`src/rtl/l0_ctrl_pkg.sv`:
```
// Shared constants for the L0 job sequencer: bank geometry, counter width,
// FSM state encoding and the job-length legality rule.
package l0_ctrl_pkg;

    localparam int L0_ROW   = 8;
    localparam int L0_DEPTH = 64;
    localparam int L0_CNT_W = 7;

    localparam logic [2:0] ST_IDLE  = 3'd0;
    localparam logic [2:0] ST_LOAD  = 3'd1;
    localparam logic [2:0] ST_DRAIN = 3'd2;
    localparam logic [2:0] ST_FLUSH = 3'd3;
    localparam logic [2:0] ST_DONE  = 3'd4;

    // A job must carry at least one vector and must fit in one row FIFO.
    function automatic logic len_ok(input logic [L0_CNT_W-1:0] len);
        return (len != '0) && (len <= L0_CNT_W'(L0_DEPTH));
    endfunction

endpackage

```
`src/rtl/l0_seq_ctrl_if.sv`:
```
// Job/source/L0 handshake bundle between the activation source side and the
// sequencer; master drives requests and L0 status, slave is the sequencer.
interface l0_seq_ctrl_if
    import l0_ctrl_pkg::*;
();

    logic                start;
    logic [L0_CNT_W-1:0] len;
    logic                src_valid;
    logic                src_ready;
    logic                l0_full;
    logic                l0_ready;
    logic                l0_wr;
    logic                l0_rd;
    logic                busy;
    logic                done;
    logic                err;

    modport master (
        output start, len, src_valid, l0_full, l0_ready,
        input  src_ready, l0_wr, l0_rd, busy, done, err
    );

    modport slave (
        input  start, len, src_valid, l0_full, l0_ready,
        output src_ready, l0_wr, l0_rd, busy, done, err
    );

endinterface

```
`src/rtl/l0_job_cnt.sv`:
```
// Clear/enable up-counter with a terminal-match flag; one instance per job
// phase (write, read, flush).
module l0_job_cnt
    import l0_ctrl_pkg::*;
#(
    parameter int W = L0_CNT_W
) (
    input  logic         clk,
    input  logic         reset,
    input  logic         clr,
    input  logic         en,
    input  logic [W-1:0] target,
    output logic         match
);

    logic [W-1:0] cnt;

    // NOTE: sequential state uses non-blocking assignments so every flop samples pre-edge values.
    always_ff @(posedge clk) begin
        if (reset || clr) begin
            cnt <= '0;
        end else if (en) begin
            cnt <= cnt + 1'b1;
        end
    end

    assign match = (cnt == target);

endmodule

```
`src/rtl/l0_seq_ctrl.sv`:
```
// Job sequencer for the row-staggered L0 FIFO bank: LOAD len vectors, DRAIN
// len back-to-back reads, FLUSH the row skew, then pulse done.
module l0_seq_ctrl
    import l0_ctrl_pkg::*;
(
    input  logic         clk,
    input  logic         reset,
    l0_seq_ctrl_if.slave bus
);

    localparam logic [L0_CNT_W-1:0] FL_LAST = L0_CNT_W'(L0_ROW - 1);

    logic [2:0]          state;
    logic [L0_CNT_W-1:0] len_q;
    logic                rd_q;
    logic                busy_q;
    logic                done_q;
    logic                err_q;

    logic cnt_clr;
    logic wr_en, rd_en, fl_en;
    logic wr_match, rd_match, fl_match;
    logic wr_last, rd_last, fl_last;

    // The write strobe is the only combinational output: it must track the
    // source and bank flags in the same cycle so no write lands on a full row.
    assign wr_en = (state == ST_LOAD) & bus.src_valid & bus.l0_ready & ~bus.l0_full;
    assign rd_en = rd_q;
    assign fl_en = (state == ST_FLUSH);

    assign cnt_clr = (state == ST_IDLE);
    assign wr_last = wr_en & wr_match;
    assign rd_last = rd_en & rd_match;
    assign fl_last = fl_en & fl_match;

    l0_job_cnt #(.W(L0_CNT_W)) u_wr_cnt (
        .clk    (clk),
        .reset  (reset),
        .clr    (cnt_clr),
        .en     (wr_en),
        .target (len_q - 1'b1),
        .match  (wr_match)
    );

    l0_job_cnt #(.W(L0_CNT_W)) u_rd_cnt (
        .clk    (clk),
        .reset  (reset),
        .clr    (cnt_clr),
        .en     (rd_en),
        .target (len_q - 1'b1),
        .match  (rd_match)
    );

    l0_job_cnt #(.W(L0_CNT_W)) u_fl_cnt (
        .clk    (clk),
        .reset  (reset),
        .clr    (cnt_clr),
        .en     (fl_en),
        .target (FL_LAST),
        .match  (fl_match)
    );

    always_ff @(posedge clk) begin
        if (reset) begin
            state  <= ST_IDLE;
            len_q  <= '0;
            rd_q   <= 1'b0;
            busy_q <= 1'b0;
            done_q <= 1'b0;
            err_q  <= 1'b0;
        end else begin
            done_q <= 1'b0;
            err_q  <= 1'b0;
            case (state)
                ST_IDLE: begin
                    if (bus.start) begin
                        if (len_ok(bus.len)) begin
                            len_q  <= bus.len;
                            state  <= ST_LOAD;
                            busy_q <= 1'b1;
                        end else begin
                            err_q <= 1'b1;
                        end
                    end
                end
                ST_LOAD: begin
                    // Raising rd here makes the first DRAIN cycle the first read.
                    if (wr_last) begin
                        state <= ST_DRAIN;
                        rd_q  <= 1'b1;
                    end
                end
                ST_DRAIN: begin
                    if (rd_last) begin
                        state <= ST_FLUSH;
                        rd_q  <= 1'b0;
                    end
                end
                ST_FLUSH: begin
                    if (fl_last) begin
                        state  <= ST_DONE;
                        done_q <= 1'b1;
                    end
                end
                ST_DONE: begin
                    state  <= ST_IDLE;
                    busy_q <= 1'b0;
                end
                default: begin
                    state  <= ST_IDLE;
                    rd_q   <= 1'b0;
                    busy_q <= 1'b0;
                end
            endcase
        end
    end

    assign bus.l0_wr     = wr_en;
    assign bus.src_ready = wr_en;
    assign bus.l0_rd     = rd_q;
    assign bus.busy      = busy_q;
    assign bus.done      = done_q;
    assign bus.err       = err_q;

endmodule

```
`src/flat_wrapper.sv`:
```
// flat-port wrapper written by rule: the top's interface ports become plain ports
module l0_seq_ctrl_flat import l0_ctrl_pkg::*;
  (clk, reset, bus_start, bus_len, bus_src_valid, bus_l0_full, bus_l0_ready, bus_src_ready, bus_l0_wr, bus_l0_rd, bus_busy, bus_done, bus_err);
  l0_seq_ctrl_if bus_i ();
  input  logic clk;
  input  logic reset;
  input wire logic [$bits(bus_i.start)-1:0] bus_start;
  input wire logic [$bits(bus_i.len)-1:0] bus_len;
  input wire logic [$bits(bus_i.src_valid)-1:0] bus_src_valid;
  input wire logic [$bits(bus_i.l0_full)-1:0] bus_l0_full;
  input wire logic [$bits(bus_i.l0_ready)-1:0] bus_l0_ready;
  output wire logic [$bits(bus_i.src_ready)-1:0] bus_src_ready;
  output wire logic [$bits(bus_i.l0_wr)-1:0] bus_l0_wr;
  output wire logic [$bits(bus_i.l0_rd)-1:0] bus_l0_rd;
  output wire logic [$bits(bus_i.busy)-1:0] bus_busy;
  output wire logic [$bits(bus_i.done)-1:0] bus_done;
  output wire logic [$bits(bus_i.err)-1:0] bus_err;
  assign bus_i.start = bus_start;
  assign bus_i.len = bus_len;
  assign bus_i.src_valid = bus_src_valid;
  assign bus_i.l0_full = bus_l0_full;
  assign bus_i.l0_ready = bus_l0_ready;
  assign bus_src_ready = bus_i.src_ready;
  assign bus_l0_wr = bus_i.l0_wr;
  assign bus_l0_rd = bus_i.l0_rd;
  assign bus_busy = bus_i.busy;
  assign bus_done = bus_i.done;
  assign bus_err = bus_i.err;
  l0_seq_ctrl u_core (.clk(clk), .reset(reset), .bus(bus_i));
endmodule
```
`config.mk`:
```
export PLATFORM = sky130hd
export DESIGN_NAME = l0_seq_ctrl_flat
export DESIGN_NICKNAME = d
export VERILOG_FILES = /design/src/rtl/l0_ctrl_pkg.sv /design/src/rtl/l0_seq_ctrl_if.sv /design/src/rtl/l0_job_cnt.sv /design/src/rtl/l0_seq_ctrl.sv /design/src/flat_wrapper.sv
export SDC_FILE = /design/constraint.sdc
export NUM_CORES = 1
export LEC_CHECK = 0
export CORE_MARGIN = 1
export CORE_UTILIZATION = 30
export CTS_BUF_LIST = sky130_fd_sc_hd__clkbuf_8
export CTS_CLUSTER_DIAMETER = 60
export DETAILED_ROUTE_END_ITERATION = 6
export GPL_TIMING_DRIVEN = 0
export HOLD_SLACK_MARGIN = 0.1
export PLACE_DENSITY_LB_ADDON = 0.15
export SKIP_LAST_GASP = 1
export SYNTH_ARGS = -nofsm -noshare
export SYNTH_HDL_FRONTEND = slang
export SYNTH_HIERARCHICAL = 1
export SYNTH_SLANG_ARGS = --single-unit
```
`constraint.sdc`:
```
create_clock -name clk -period 6.6 [get_ports clk]
set_input_delay 1.65 -clock clk [delete_from_list [all_inputs] [get_ports clk]]
set_output_delay 1.65 -clock clk [all_outputs]
set_load 0.1 [all_outputs]
```
# Word-level counts from Yosys, hierarchy flattened
# Index checks and enable logic that the tools add are counted.
# classes
n_reduce_logical	12
order_cmp	1
bitwise	12
n_addsub	4
n_eq_ne	12
n_mux	14
# ops
op	count
$add A7 B1 Y7 const B	3
$mux W3	5
$eq A7 B7 Y1	2
$pmux W3 S4	1
$reduce_and A3 Y1	3
$reduce_or A3 Y1	3
$eq A7 B3 Y1 const B	1
$le A7 B7 Y1 const B	1
$reduce_bool A7 Y1	1
$sub A7 B1 Y7 const B	1
$and A1 B1 Y1	6
$eq A3 B2 Y1 const B	2
$mux W1	6
$ne A2 B1 Y1 const B	3
$not A1 Y1	6
$reduce_and A5 Y1	1
$ne A2 B2 Y1 const B	2
$eq A3 B1 Y1 const B	1
$eq A3 B3 Y1 const B	1
$logic_not A3 Y1	1
$pmux W1 S3	1
$pmux W1 S2	1
$reduce_or A2 Y1	1
$logic_and A1 B1 Y1	1
$logic_or A1 B1 Y1	1
# totals
reg_bits	35
inputBits	13
elab_cells	64
output_inout_bits	6

# Logic depth before layout (Yosys ltp)
# Gate-level depths: netlist of the first run.
# logic_depth
word_depth	7
ltp_mapped	11
depth_no_buf	11

# By module
# Netlist of the first run, hierarchy kept.
# by_module_without_submodules
module	cells_each	instances	area_per_inst_um2	seq_area_each_um2
l0_job_cnt	42	3	374.1	140.1
l0_seq_ctrl	98	1	827.0	280.3

# Worst setup path after synthesis of the first run
# No wires, ideal clock.
# synth_timing
kind	input to output
start	input bus_l0_full
end	output bus_src_ready
required_ns	4.950
stages	3
arrival_ns	3.118
path_buffers	1
slack_ns	1.832
cell_sequence	and4b_1 -> and2_1 -> buf_4
# synth_between
elab_chain_cells	2
# synth_rtl
element	line_no	rtl
start, declared	flat_wrapper.sv:10	input wire logic [$bits(bus_i.l0_full)-1:0] bus_l0_full;
$not A1 Y1	l0_seq_ctrl.sv:27	assign wr_en = (state == ST_LOAD) & bus.src_valid & bus.l0_ready & ~bus.l0_full;
$and A1 B1 Y1	l0_seq_ctrl.sv:27	
end, declared	flat_wrapper.sv:12	output wire logic [$bits(bus_i.src_ready)-1:0] bus_src_ready;
# Every way passes these cells.

# Worst setup path in the final report of the first run
# layout_timing
start	input bus_src_valid
end	output bus_src_ready
# layout_between
elab_chain_cells	3
# layout_rtl
element	line_no	rtl
start, declared	flat_wrapper.sv:9	input wire logic [$bits(bus_i.src_valid)-1:0] bus_src_valid;
$and A1 B1 Y1 (3 in a row)	l0_seq_ctrl.sv:27	
# Every way passes these cells.

==> results.txt, run 1 <==
Dpl cell area: 2245 um2
Most common cell after layout, fill and taps aside: dfxtp_1
Hold Vio Cnt, Final: 0
Share of the synthesized area in the top cell type: 35.94%
Total gr overflow: 0
Commonest cells after routing, fill and taps aside: 35 x dfxtp_1, 24 x nor2_1, 22 x xor2_1
Detailed Routing Iterations Pass 1: 4
Peak supply drop: 0.1169 mV
Crit. End Element: primary output
Port buffer count: 18
Initial antenna violation count: 0
Vias: 1557
Worst-Margin Slew: 0.9753 ns
Routed len/inst: 12.39 um
Status: completed
Max_cap viols: 0
Max-slew headroom: 34.77%
RSZ-0062 raised after global routing: false
Max Fanout on Critical Path: 3
Critical path startpoint category: primary input
WL final: 4114 um
Final GP Congestion: 0.7193
Root Driver: clkbuf_8
Layout cell share with drive strength beyond 1: 12.94%
IO Count: 19
CTS tree: built
Post-DP HPWL: 3077 um
Vias/cell: 4.690
Distinct cells, synth: 38
Cell accounting for the most synthesized area: dfxtp_1
Fin crit share: 82.84%
Diodes inserted: 0
Setup TNS: 0 ns
Syn Std Cell Area: 1949 um2
Seq/Total Area, Yosys: 35.94%
CTS Sinks: 35
First-pass GRT wire length: 6982 um
DRC: 0
GRT Total Usage: 13.85%
Hold WC Path Type: reg -> reg
Static Leak: 0.8655 nW
# setup viols final: 0
Power density cells: 204.2 nW/um2
Min Tclk post-route: 5.468 ns
Synth Instances: 224
Yosys reg bits: 35
Full die area: 6824 um2
Core Rows: 29
Iter 0 DRT Violations: 29
Fillcell total: 675
P&R area growth vs syn: 21.18%
Post-CTS resize count: 0
Hold Buf Count CTS: 0
Die Width: 82.61 um
Effective utilization at floorplan: 30.88%
CTS max path bufs: 2
Critical path arrival: 3.82 ns
Total power: 0.4824 mW
Final Cell Area: 2362 um2
Synth area leaders: dfxtp_1 36%, xor2_1 9.9%, xnor2_1 7.6%
Max-slew violations: 0
Data required, critical path: 4.95 ns
Clock latency on the worst-skew pair: 0.29 ns
Nets@finish: 271
Fmax: 182.9 MHz
Post-Route Skew: 0.006562 ns
Ys Warns: 6
Detail Route Antenna Nets: 0
Setup Fix Bufs, Post-CTS: 0
Vias in the first global route: 1437
Clk slew on worst S/H paths: 0.08 ns
CORE AREA: 6314 um2
Crit Path Class: in -> out
Die span in y: 82.61 um
Syn Area/Cell: 8.703 um2
Largest net degree at the start of global routing: 12
H-tree depth: 2
CTS buffer count: 5
==> worst paths after layout <==
| check | slack [ns] | startpoint | cells past startpoint | end |
|---|---|---|---|---|
| worst max register to register | 4.03 | u_core/len_q[0] | 11 | u_core/state[0] |
| worst min register to register | 0.48 | u_core/bus.busy | 2 | u_core/bus.busy |
| worst min-delay path | 0.48 | u_core/bus.busy | 2 | u_core/bus.busy |
| worst max-delay path | 1.13 | bus_src_valid | 5 | bus_src_ready |
==> per-layer routing <==
layer  up-vias  share of wire [%]  GRT usage [%]
li1        825                  -              -
met1       714                 53          18.13
met2        16                 44          21.98
met3         2                2.2          3.626
met4         0               0.70          4.655
met5         -                  0              0
==> power breakdown <==
| part | total (mW) | internal [mW] | switching [mW] | leakage [nW] |
|---|---|---|---|---|
| registers | 0.216 | 0.214 | 0.00227 | 0.283 |
| logic | 0.0629 | 0.0274 | 0.0356 | 0.521 |
| clock network | 0.203 | 0.122 | 0.0809 | 0.0612 |
==> state kept, by name, summed over array words and instances, names as in the netlist <==
register and count:
u_core/len_q 7, u_core/u_fl_cnt/cnt 7, u_core/u_rd_cnt/cnt 7, u_core/u_wr_cnt/cnt 7, u_core/state 3, u_core/bus.busy 1
u_core/bus.done 1, u_core/bus.err 1, u_core/bus.l0_rd 1
==> stage by stage <==
| stage | utilization (%) | hold WS, ns | cells | setup slack (ns) |
|---|---|---|---|---|
| 2_1_floorplan | - | 0.4615 | 229 | 1.832 |
| 3_3_place_gp | 35.55 | 0.4612 | 324 | 1.099 |
| 3_5_place_dp | 35.55 | 0.4584 | 324 | 1.101 |
| 4_1_cts | 37.42 | 0.4852 | 332 | 1.090 |
| 5_1_grt | 37.42 | 0.5210 | 332 | 1.021 |
| 6_report | 37.42 | 0.4839 | 332 | 1.132 |
==> cell families (layout without fill, tap and decap cells) <==
family                     Yosys count  in the layout  synth area share [%]
DFF                                 35             35                 35.94
muxes                                3              3                 1.540
other                                2              7                0.3853
AOI/OAI and AO/OA                   33             33                 11.55
and+or+nand+nor                     90             90                 25.55
adders and majority gates            4              4                 2.567
xor gates and xnor gates            39             39                 17.52
buffers and inverters               18             44                 4.942
==> cells in the mapped netlist <==
library cell / instances
or2_2: 4
and2_1: 2
nand4_1: 10
nor2_1: 24
buf_6: 1
o311ai_4: 1
inv_1: 5
a31oi_1: 1
o31ai_2: 1
nand2b_1: 1
o21ai_0: 9
nand3_1: 8
buf_4: 1
nand4_2: 3
xnor2_1: 17
nor3b_1: 1
xor2_1: 22
nor3_1: 5
a21bo_2: 4
clkbuf_1: 4
or4_4: 1
buf_2: 6
or3_1: 6
or3b_2: 1
nor4_1: 5
nor4b_4: 1
nand2_1: 15
dfxtp_1: 35
a21oi_1: 14
mux2i_1: 3
conb_1: 2
ha_1: 4
a211oi_1: 1
clkbuf_8: 1
a2111oi_0: 1
nor2b_1: 2
and4b_1: 1
a221oi_1: 1
==> area by class of cell <==
class | count | area (um2) | share of cell area [%]
Clock buffer | 6 | 82.58 | 3.496
Multi-Input combinational cell | 176 | 1171 | 49.58
Inverter | 5 | 18.77 | 0.7945
Timing Repair Buffer | 18 | 180.2 | 7.627
Tap cell | 77 | 96.34 | 4.078
Sequential cell | 35 | 700.7 | 29.66
Clock inverter | 2 | 35.03 | 1.483
Buffer | 13 | 77.57 | 3.284
==> worst max-delay path, stage by stage <==
cell and delay, ns:
clkdlybuf4s50_1 0.45, and4b_1 0.24, and2_1 0.23, buf_4 0.13, clkdlybuf4s50_1 1.11
Note: power is estimated with default switching activity, not from simulation.
==> inputs of run 2 (changes only) <==
Clock period 6.6 ns to 4.6 ns, I/O delays scaled along.
==> results of run 2 <==
Same layout as run 1 (identical final DEF). Status: completed.
Main changes from that run: setup slack after placement 1.101 ns -> 0.1009 ns; setup slack after layout 1.132 ns -> 0.1323 ns; register-to-register setup slack 4.03 ns -> 2.03 ns; total power 0.4824 mW -> 0.6922 mW; worst IR drop on VDD 0.1169 mV -> 0.1677 mV
